===== src/rtl/fifo_pkg.sv =====
// Shared definitions for the FIFO drain path: serializer FSM states and
// lane geometry helpers.
package fifo_pkg;

  typedef enum logic {
    S_IDLE = 1'b0,
    S_SEND = 1'b1
  } ser_state_t;

  // Number of OUTWIDTH lanes carried by one DATAWIDTH word.
  function automatic int ser_nlanes(input int dw, input int ow);
    return dw / ow;
  endfunction

  // Width of the lane index counter; at least one bit.
  function automatic int ser_cnt_width(input int dw, input int ow);
    return ((dw / ow) > 1) ? $clog2(dw / ow) : 1;
  endfunction

endpackage


===== src/rtl/fifo_byte_serializer.sv =====
// Drain stage for the synchronous FIFO: pops words from the FWFT read port
// and emits them lane by lane on a valid/ready stream, flagging the last
// lane of each word. Back-to-back words are sent without a bubble.
module fifo_byte_serializer
  import fifo_pkg::*;
#(
  parameter int DATAWIDTH = 32,
  parameter int OUTWIDTH  = 8,
  parameter int MSB_FIRST = 0
) (
  input  logic                 clk,
  input  logic                 rstn,
  input  logic                 fifo_empty,
  input  logic [DATAWIDTH-1:0] fifo_rd_data,
  output logic                 fifo_rd_en,
  output logic                 out_valid,
  input  logic                 out_ready,
  output logic [OUTWIDTH-1:0]  out_data,
  output logic                 out_last,
  output logic [15:0]          word_count
);

  localparam int NLANES = ser_nlanes(DATAWIDTH, OUTWIDTH);
  localparam int CNT_W  = ser_cnt_width(DATAWIDTH, OUTWIDTH);
  localparam logic [CNT_W-1:0] LAST_LANE = CNT_W'(NLANES - 1);

  // Reject lane geometries that do not split a word evenly into >= 2 lanes.
  if (((DATAWIDTH % OUTWIDTH) != 0) || (NLANES < 2)) begin : g_bad_cfg
    $error("fifo_byte_serializer: DATAWIDTH must be a multiple of OUTWIDTH with at least 2 lanes");
  end

  ser_state_t           state_q, state_next;
  logic [DATAWIDTH-1:0] word_q, word_next;
  logic [CNT_W-1:0]     cnt_q, cnt_next;
  logic [15:0]          word_count_q, word_count_next;
  logic [CNT_W-1:0]     lane_sel;
  logic                 last_lane;

  assign last_lane  = (cnt_q == LAST_LANE);
  assign lane_sel   = (MSB_FIRST != 0) ? (LAST_LANE - cnt_q) : cnt_q;
  assign word_count = word_count_q;

  // Pop is combinational so a refill lands on the same edge as the final
  // lane accept; it never fires on an empty FIFO or while in reset.
  assign fifo_rd_en = rstn & ~fifo_empty &
                      ((state_q == S_IDLE) | ((state_q == S_SEND) & out_ready & last_lane));

  // State, held word, lane index and word counter registers.
  always_ff @(posedge clk or negedge rstn) begin
    if (!rstn) begin
      state_q      <= S_IDLE;
      word_q       <= '0;
      cnt_q        <= '0;
      word_count_q <= '0;
    end else begin
      state_q      <= state_next;
      word_q       <= word_next;
      cnt_q        <= cnt_next;
      word_count_q <= word_count_next;
    end
  end

  // Next-state and stream outputs: advance one lane per accept, reload on pop.
  always_comb begin
    state_next      = state_q;
    word_next       = word_q;
    cnt_next        = cnt_q;
    word_count_next = word_count_q;
    out_valid       = 1'b0;
    out_data        = '0;
    out_last        = 1'b0;

    case (state_q)
      S_IDLE: begin
        if (fifo_rd_en) begin
          word_next  = fifo_rd_data;
          cnt_next   = '0;
          state_next = S_SEND;
        end
      end
      S_SEND: begin
        out_valid = 1'b1;
        out_data  = word_q[int'(lane_sel) * OUTWIDTH +: OUTWIDTH];
        out_last  = last_lane;
        if (out_ready) begin
          if (!last_lane) begin
            cnt_next = cnt_q + 1'b1;
          end else begin
            word_count_next = word_count_q + 16'd1;
            if (fifo_rd_en) begin
              word_next = fifo_rd_data;
              cnt_next  = '0;
            end else begin
              state_next = S_IDLE;
            end
          end
        end
      end
      default: state_next = S_IDLE;
    endcase
  end

endmodule

===== config.mk =====
export PLATFORM = sky130hd
export DESIGN_NAME = fifo_byte_serializer
export DESIGN_NICKNAME = d
export VERILOG_FILES = /design/src/rtl/fifo_pkg.sv /design/src/rtl/fifo_byte_serializer.sv
export SDC_FILE = /design/constraint.sdc
export NUM_CORES = 1
export LEC_CHECK = 0
export ABC_CLOCK_PERIOD_IN_PS = 1600
export CAP_MARGIN = 30
export CORE_MARGIN = 3
export CORE_UTILIZATION = 42
export CTS_CLUSTER_SIZE = 10
export DETAILED_ROUTE_END_ITERATION = 8
export GPL_TIMING_DRIVEN = 0
export PLACE_DENSITY = 0.81
export REMOVE_ABC_BUFFERS = 1
export SYNTH_ARGS = -nofsm -noshare
export SYNTH_HDL_FRONTEND = slang
export SYNTH_SLANG_ARGS = --single-unit

===== constraint.sdc =====
create_clock -name clk -period 1.6 [get_ports clk]
set_input_delay 0.4 -clock clk [delete_from_list [all_inputs] [get_ports clk]]
set_output_delay 0.4 -clock clk [all_outputs]
set_load 0.03 [all_outputs]

==> results of run 1 <==
-- per-layer routing --
metal	wire (um)	vias up	GRT usage [%]
li1	-	728	-
met2	2270	38	25.5
met1	1900	742	19.9
met5	0	-	0
met3	200	5	2.13
met4	62	0	5.57
-- state kept, by name (all words and copies together) (netlist names) --
signal / cells
word_count: 16
word_q: 32
state_q: 1
cnt_q: 2
-- worst min-delay path by stage --
stage	slack [ns]	end	cells past startpoint
3_5_place_dp	0.43	word_count[7]$_DFFE_PN0P_	1
2_1_floorplan	0.10	cnt_q[0]$_DFFE_PN0N_	0
5_1_grt	0.02	word_count[7]$_DFFE_PN0P_	2
4_1_cts	0.006	word_q[26]$_DFFE_PN0P_	1
6_report	0.02	word_count[7]$_DFFE_PN0P_	2
3_3_place_gp	0.46	word_count[15]$_DFFE_PN0P_	1
-- Yosys cell counts (2+ instances only) --
| cell | count | share of area, % |
|---|---|---|
| xor2_1 | 5 | 1.9 |
| nor2_1 | 6 | 0.97 |
| nand2_1 | 12 | 1.9 |
| mux2_2 | 31 | 15 |
| ha_1 | 2 | 1.1 |
| buf_6 | 3 | 1.5 |
| and2_1 | 9 | 2.4 |
| xnor2_1 | 11 | 4.1 |
| and4_1 | 3 | 1.1 |
| clkbuf_1 | 2 | 0.32 |
| nand4_1 | 5 | 1.3 |
| nand3_1 | 4 | 0.86 |
| dfrtp_1 | 51 | 55 |
| mux4_2 | 8 | 7.7 |
-- metrics by stage --
stage,setup slack (ns),cells,setup TNS (ns),hold WS [ns]
CTS,-0.483,306,-9.84,0.00625
global route,-0.532,309,-14.83,0.0150
global placement,-3.53,289,-184.67,0.462
detailed placement,-1.53,291,-41.41,0.431
finish,-0.482,309,-11.59,0.0215
floorplan,-0.772,157,-28.97,0.104
-- area by class of cell --
class / instances / area (sq um)
clock buffer: 6 / 72.6
fill: 430 / 1960
multi-input combinational: 106 / 1040
sequential: 51 / 1290
tap: 70 / 87.6
timing repair buffer: 76 / 798
-- what timing repair did --
item | in CTS | in global routing
setup endpoints to repair | 75 | 53
buffers inserted | 8 | 2
resized for setup | 105 | 7
endpoints found under the hold margin | 0 | 25
gates cloned | 1 | 0
pin swaps | 8 | 2
hold buffers | 0 | 1
-- cell families (layout without fill, tap and decap cells) --
kind of cell | after synthesis | count (layout)
compound gates | 1 | 1
xor+xnor | 16 | 16
fa+ha+maj | 2 | 2
buf+inv | 6 | 82
flops | 51 | 51
mux | 41 | 41
simple gates | 46 | 46
-- power by group through the flow --
stage                     sequential (mW)  clock [mW]  combinational (mW)
after floorplan                      2.20           0                1.57
final                                2.11       0.658                3.02
after global routing                 2.18       0.743                3.24
after detailed placement             2.25           0                2.46
after global placement               2.23           0                2.39
after CTS                            2.11       0.691                3.02
-- worst max-delay path: cells and delay by family, from the launching register on --
kind / cells / cell delay [ns]
DFF: 1 / 0.53
muxes: 1 / 0.40
and+or+nand+nor: 1 / 0.17
buffers and inverters: 2 / 0.29
==> results.yml, run 1 <==
outcome:
  run_status: "finished with violations"
  violations: "setup timing"
finish:
  final_cell_mix: "47 x dfrtp_1, 34 x clkdlybuf4s50_1, 31 x mux2_2"
  fin_nets: 278
  layout-drive-gt1-share_pct: 36.8
  antenna_cells: 0
  post-route-util_pct: 62.7
  syn_to_final_growth_pct: 41.0
  fin_area_sq_mm: 0.00328
  final_common_cell: "dfrtp_1"
synth:
  synthDistinctLibCells: 25
  synthXorXnorAreaFrac_pct: 6.02
  synth_top_family_by_area: "multiplexers"
  synth_ff_type: "dfrtp_1"
  synth_fa_ha_area_share_pct: 1.08
  synth_edf_count: 0
  seq_area_frac_synth_pct: 54.8
  ys_warn_count: 0
  avgSynthCellArea_sq_um: 14.3
  synth-compound-area-share_pct: 0.699
  synth-seq-cells: 51
  synthCells: 163
  yosys.area_share.simple_pct: 11.7
  synthMuxAreaShare_pct: 23.7
  synth-async-reset-ratio_pct: 100
  synth_area_sq_mm: 0.00233
pwr:
  p_clk_share_pct: 11.4
  power_mw: 5.78
  sw_frac_of_total_pct: 33.7
  power_density_mw_per_mm2: 1760
  leakagePower_nw: 1.46
  seqPwrFrac_pct: 36.5
  p_int_mw: 3.83
  p_sw_mw: 1.95
  comb_power_share_pct: 52.1
  max-vdd-ir-drop_mv: 1.19
placed_design:
  portBuffers: 62
  place_area_sq_mm: 0.00303
  routabilityCongestion: 0.758
  hpwl_mm: 3.16
timing:
  setup_ws_ns: -0.482
  hold_viol_final: 0
  worst_clock_skew_ns: 0.00296
  setup_viol: 43
  slew_violations: 0
  grt_setup_unrepaired: "true"
  worstMarginPinSlew_ns: 0.311
  slew_headroom_pct: 79.4
  clock.fmax_mhz: 480
  fin_crit_ns: 2.08
  fin_crit_sh_pct: 130
floorplanning:
  fp.dieH_um: 80.4
  core.rowCount: 26
  die_w_um: 80.4
  core_sq_mm: 0.00524
  die_area_sq_mm: 0.00647
  start_util_pct: 44.4
  pin_count: 63
drt:
  final_antenna_net_count: 0
  vias_per_cell: 4.90
  dr.first_iter.drc_count: 44
  vias: 1513
  drt_pre_antenna_iters: 4
  avgRoutedWirePerCell_um: 14.3
  wl_mm: 4.43
  drc: 0
clock_tree:
  clk_path_buf_depth: 2
  cts_num_sinks: 51
  htree_levels: 2
  cts_tree: "built"
  path_clk_slew_ns: 0.08
  clk_latency_ns: 0.29
  cts-root-buf: "clkbuf_8"
  cts_made_buffers: 5
grt:
  grt-ovfl-total: 0
  grt_max_degree: 28
  grt_pass1_wl_mm: 7.53
  antenna_found_initial: 0
  grt_use_total_pct: 15.2
  grt_pass1_vias: 1578
setup_path:
  cpPeakStageDelay_ns: 0.53
  crit_start: "cnt_q[0]$_DFFE_PN0N_"
  crit_path_top_delay_cell: "dfrtp_4"
  path_cells: "buf_4, mux4_2, and2_4, buf_6"
  endpoint_kind: "primary output"
  cp.arrival_ns: 1.68
  endpoint: "out_data[3]"
  r2r_setup_slack_ns: -0.36
  worst-endpoint-required_ns: 1.20
  r2r-end: "word_q[29]$_DFFE_PN0P_"
  r2r_start: "cnt_q[0]$_DFFE_PN0N_"
  critical_path_class: "reg2out"
  ff2ff_path_depth: 7
  startpoint_type: "flip-flop"
  worstPathMaxFanout: 5
worst_hold_path:
  hp-class: "in2async"
job:
  max-cap-violations: 0
No activity file was read; power rests on OpenSTA's default activity.
==> run 2: changes to the inputs <==
--- a/config.mk
+++ b/config.mk
@@ -7,13 +7,15 @@
 export LEC_CHECK = 0
 export ABC_CLOCK_PERIOD_IN_PS = 1600
 export CAP_MARGIN = 30
-export CORE_MARGIN = 3
+export CORE_MARGIN = 8
 export CORE_UTILIZATION = 42
 export CTS_CLUSTER_SIZE = 10
 export DETAILED_ROUTE_END_ITERATION = 8
 export GPL_TIMING_DRIVEN = 0
 export PLACE_DENSITY = 0.81
 export REMOVE_ABC_BUFFERS = 1
+export SKIP_LAST_GASP = 1
+export SLEW_MARGIN = 20
 export SYNTH_ARGS = -nofsm -noshare
 export SYNTH_HDL_FRONTEND = slang
 export SYNTH_SLANG_ARGS = --single-unit
==> results.yml, run 2 (same netlist as run 1, synthesis figures left out) <==
drt:
  vias: 1642
  drt_pre_antenna_iters: 4
  avgRoutedWirePerCell_um: 16.5
  dr.first_iter.drc_count: 30
  drc: 0
  vias_per_cell: 5.04
  wl_mm: 5.40
  final_antenna_net_count: 0
floorplanning:
  core_sq_mm: 0.00544
  die_area_sq_mm: 0.00818
  start_util_pct: 42.8
  fp.dieH_um: 90.4
  pin_count: 63
  core.rowCount: 27
  die_w_um: 90.4
grt:
  antenna_found_initial: 0
  grt_use_total_pct: 12.5
  grt_pass1_wl_mm: 8.31
  grt-ovfl-total: 0
  grt_pass1_vias: 1730
  grt_max_degree: 53
placed_design:
  place_inst: 292
  place_area_sq_mm: 0.00302
  hpwl_mm: 3.39
  portBuffers: 62
  routabilityCongestion: 0.746
setup_path:
  endpoint_kind: "primary output"
  ff2ff_path_depth: 10
  r2r_start: "cnt_q[0]$_DFFE_PN0N_"
  worstPathMaxFanout: 6
  worst-endpoint-required_ns: 1.20
  cpPeakStageDelay_ns: 0.50
  crit_path_top_delay_cell: "mux4_2"
  path_cells: "buf_8, mux4_2, and2_4, buf_6"
  cp.arrival_ns: 1.69
  critical_path_class: "reg2out"
  r2r-end: "word_q[28]$_DFFE_PN0P_"
  r2r_setup_slack_ns: -0.39
  startpoint_type: "flip-flop"
outcome:
  violations: "setup timing"
  run_status: "finished with violations"
timing:
  slew_violations: 0
  clock.fmax_mhz: 479
  fin_crit_ns: 2.09
  setup_ws_ns: -0.486
  fin_crit_sh_pct: 130
  worstMarginPinSlew_ns: 0.474
  hold_viol_final: 0
  setup_viol: 43
  worst_clock_skew_ns: 0.00560
  slew_headroom_pct: 68.4
  grt_setup_unrepaired: "true"
finish:
  fin_nets: 291
  final_common_cell: "dfrtp_1"
  layout-drive-gt1-share_pct: 45.7
  fin_cells: 326
  syn_to_final_growth_pct: 48.3
  regMostFlops: "word_q"
  antenna_cells: 0
  largest_register_ffs: 32
  fin_area_sq_mm: 0.00345
  final_cell_mix: "47 x dfrtp_1, 33 x clkdlybuf4s50_1, 31 x mux2_2"
clock_tree:
  cts-root-buf: "clkbuf_8"
  cts_made_buffers: 5
  clk_latency_ns: 0.31
  clk_path_buf_depth: 2
  cts_tree: "built"
  path_clk_slew_ns: 0.09
  cts_num_sinks: 51
  htree_levels: 2
pwr:
  power_density_mw_per_mm2: 1830
  max-vdd-ir-drop_mv: 1.13
  leakagePower_nw: 1.54
worst_hold_path:
  hp-class: "in2async"
job:
  max-cap-violations: 0
[run 2: changes by cell type in the layout (fill, tap and decap cells not counted), sizes merged]
cell,before,now
clkbuf,6,16
clkdlybuf4s15,3,4
buf,25,36
clkdlybuf4s50,34,33
clkinv,0,1
dlygate4sd2,13,6
bufbuf,1,0
bufinv,0,1
[run 2: critical path, delay by kind of cell (launching register included)]
family	cells	cell delay (ns)
buffers and inverters	2	0.28
and+or+nand+nor	1	0.15
DFF	1	0.46
muxes	1	0.50
[run 2: cell type report]
type | instances | area (sq um)
clock inverters | 2 | 35.0
well taps | 72 | 90.1
fillers | 435 | 1990
clock buffers | 6 | 82.6
repair buffers | 89 | 888
flip-flops and latches | 51 | 1280
multi-input cells | 106 | 1070
[run 2: what timing repair did]
item,CTS,global route
gates cloned,0,2
hold buffers,0,0
endpoints found under the setup margin,75,61
endpoints found under the hold margin,0,0
pin swaps,3,14
gates resized for setup,109,40
setup buffers,11,13
[run 2: where the power goes]
part	switching, mW	internal [mW]
Clock	0.424	0.506
Combinational	1.39	1.88
Sequential	0.330	1.80
[run 2: through the flow]
| step | setup WS (ns) | TNS [ns] | hold slack, ns | util (%) | total power [mW] |
|---|---|---|---|---|---|
| after global routing | -0.551 | -16.42 | 0.0330 | 63.5 | 6.68 |
| after detailed placement | -1.57 | -43.15 | 0.474 | 55.5 | 4.73 |
| after floorplan | -0.772 | -28.97 | 0.104 | - | 3.77 |
| after global placement | -3.53 | -183.73 | 0.462 | 55.0 | 4.64 |
| final | -0.486 | -13.81 | 0.0107 | 63.5 | 6.32 |
| after CTS | -0.507 | -6.00 | 0.0425 | 60.0 | 6.12 |
[run 2: worst max path at each step]
stage	from	endpoint	slack [ns]	cells past startpoint
5_1_grt	cnt_q[0]$_DFFE_PN0N_	out_data[1]	-0.55	4
3_3_place_gp	rstn	fifo_rd_en	-3.53	4
4_1_cts	cnt_q[0]$_DFFE_PN0N_	out_data[2]	-0.51	4
3_5_place_dp	cnt_q[0]$_DFFE_PN0N_	fifo_rd_en	-1.57	5
6_report	cnt_q[0]$_DFFE_PN0N_	out_data[6]	-0.49	4
2_1_floorplan	cnt_q[0]$_DFFE_PN0N_	word_q[0]$_DFFE_PN0P_	-0.77	4
[run 2: routing by layer]
| layer | part of all wire [%] | track usage [%] |
|---|---|---|
| met3 | 6.1 | 5.40 |
| met1 | 41 | 14.2 |
| met5 | 0 | 0 |
| met2 | 52 | 20.9 |
| met4 | 0.52 | 3.74 |
==> run 3: changes to the inputs <==
--- a/config.mk
+++ b/config.mk
@@ -9,6 +9,7 @@
 export CAP_MARGIN = 30
 export CORE_MARGIN = 8
 export CORE_UTILIZATION = 42
+export CTS_BUF_LIST = sky130_fd_sc_hd__clkbuf_16
 export CTS_CLUSTER_SIZE = 10
 export DETAILED_ROUTE_END_ITERATION = 8
 export GPL_TIMING_DRIVEN = 0
==> results.yml, run 3 (same netlist as run 1, synthesis figures left out) <==
clock_tree:
  clk_path_buf_depth: 2
  clk_latency_ns: 0.28
  cts-root-buf: "clkbuf_16"
  cts_hold_buf: 0
  cts_tree: "built"
  htree_levels: 2
  path_clk_slew_ns: 0.06
  cts_made_buffers: 5
  cts_num_sinks: 51
grt:
  antenna_found_initial: 0
  grt_max_degree: 53
  grt-ovfl-total: 0
  grt_use_total_pct: 12.4
  grt_pass1_wl_mm: 8.27
  grt_pass1_vias: 1731
timing:
  setup_tns_ns: -9.94
  grt_setup_unrepaired: "true"
  setup_viol: 41
  worst_clock_skew_ns: 0.00461
  worstMarginPinSlew_ns: 0.466
  fin_crit_sh_pct: 129
  hold_viol_final: 0
  clock.fmax_mhz: 486
  setup_ws_ns: -0.457
  slew_headroom_pct: 68.9
  fin_crit_ns: 2.06
  slew_violations: 0
setup_path:
  worst-endpoint-required_ns: 1.20
  critical_path_class: "reg2out"
  r2r_setup_slack_ns: -0.35
  r2r-end: "word_q[21]$_DFFE_PN0P_"
  r2r_start: "cnt_q[0]$_DFFE_PN0N_"
  worstPathMaxFanout: 5
  cp.arrival_ns: 1.66
  startpoint_type: "flip-flop"
  endpoint_kind: "primary output"
  ff2ff_path_depth: 9
drt:
  drt_pre_antenna_iters: 4
  drc: 0
  vias: 1641
  vias_per_cell: 5.13
  dr.first_iter.drc_count: 23
  wl_mm: 5.18
  avgRoutedWirePerCell_um: 16.2
  final_antenna_net_count: 0
finish:
  regMostFlops: "word_q"
  antenna_cells: 0
  largest_register_ffs: 32
  fin_nets: 285
  final_common_cell: "dfrtp_1"
  layout-drive-gt1-share_pct: 41.1
  fin_area_sq_mm: 0.00346
  syn_to_final_growth_pct: 48.7
  final_cell_mix: "47 x dfrtp_1, 33 x clkdlybuf4s50_1, 31 x mux2_2"
outcome:
  violations: "setup timing"
  run_status: "finished with violations"
floorplanning:
  core_sq_mm: 0.00544
  die_w_um: 90.4
  start_util_pct: 42.8
  core.rowCount: 27
  pin_count: 63
  die_area_sq_mm: 0.00818
  fp.dieH_um: 90.4
placed_design:
  portBuffers: 62
  place_area_sq_mm: 0.00302
  hpwl_mm: 3.39
  routabilityCongestion: 0.746
worst_hold_path:
  hp-class: "in2async"
pwr:
  leakagePower_nw: 1.55
  power_density_mw_per_mm2: 1880
  power_mw: 6.51
  max-vdd-ir-drop_mv: 1.16
job:
  max-cap-violations: 0
[run 3: cell type report]
| type | count | area (sq um) |
|---|---|---|
| Fill cell | 434 | 1980 |
| Sequential cell | 51 | 1280 |
| Multi-Input combinational cell | 106 | 1060 |
| Timing Repair Buffer | 83 | 862 |
| Clock buffer | 5 | 125 |
| Tap cell | 72 | 90.1 |
| Clock inverter | 3 | 38.8 |
[run 3: metal layers]
layer | global-route usage, % | share of wire, % | up-vias
li1 | - | - | 751
met1 | 14.4 | 41 | 825
met2 | 20.4 | 51 | 58
met3 | 4.24 | 6.4 | 7
met4 | 4.99 | 1.2 | 0
met5 | 0 | 0 | -
[run 3: critical path, cell delays in order (launching register included)]
cell	delay, ns
dfrtp_4	0.52
buf_4	0.15
mux4_2	0.40
and2_4	0.17
buf_6	0.13
[run 3: how the worst max path moves through the flow]
stage	from	to	slack (ns)	depth (start not counted)
floorplan	cnt_q[0]$_DFFE_PN0N_	word_q[0]$_DFFE_PN0P_	-0.77	4
global placement	rstn	fifo_rd_en	-3.53	4
detailed placement	cnt_q[0]$_DFFE_PN0N_	fifo_rd_en	-1.57	5
CTS	cnt_q[0]$_DFFE_PN0N_	out_data[1]	-0.48	4
global route	cnt_q[0]$_DFFE_PN0N_	out_data[1]	-0.50	4
finish	cnt_q[0]$_DFFE_PN0N_	out_data[3]	-0.46	4
[run 3: repair_timing]
item                                    4_1_cts  5_1_grt
gates cloned                                  0        2
pin swaps                                     3       13
endpoints found under the setup margin       75       53
gates resized for setup                     109       15
setup buffers                                10        8
[run 3: through the flow]
step	hold slack [ns]	util, %	setup WS (ns)	instances
floorplan	0.104	-	-0.772	157
global placement	0.462	55.0	-3.53	291
detailed placement	0.474	55.5	-1.57	292
CTS	0.0737	61.0	-0.478	310
global route	0.0685	63.6	-0.504	320
finish	0.0411	63.6	-0.457	320
[run 3: power breakdown]
| part | switching (mW) | internal [mW] |
|---|---|---|
| clock network | 0.454 | 0.730 |
| logic | 1.35 | 1.84 |
| registers | 0.330 | 1.80 |
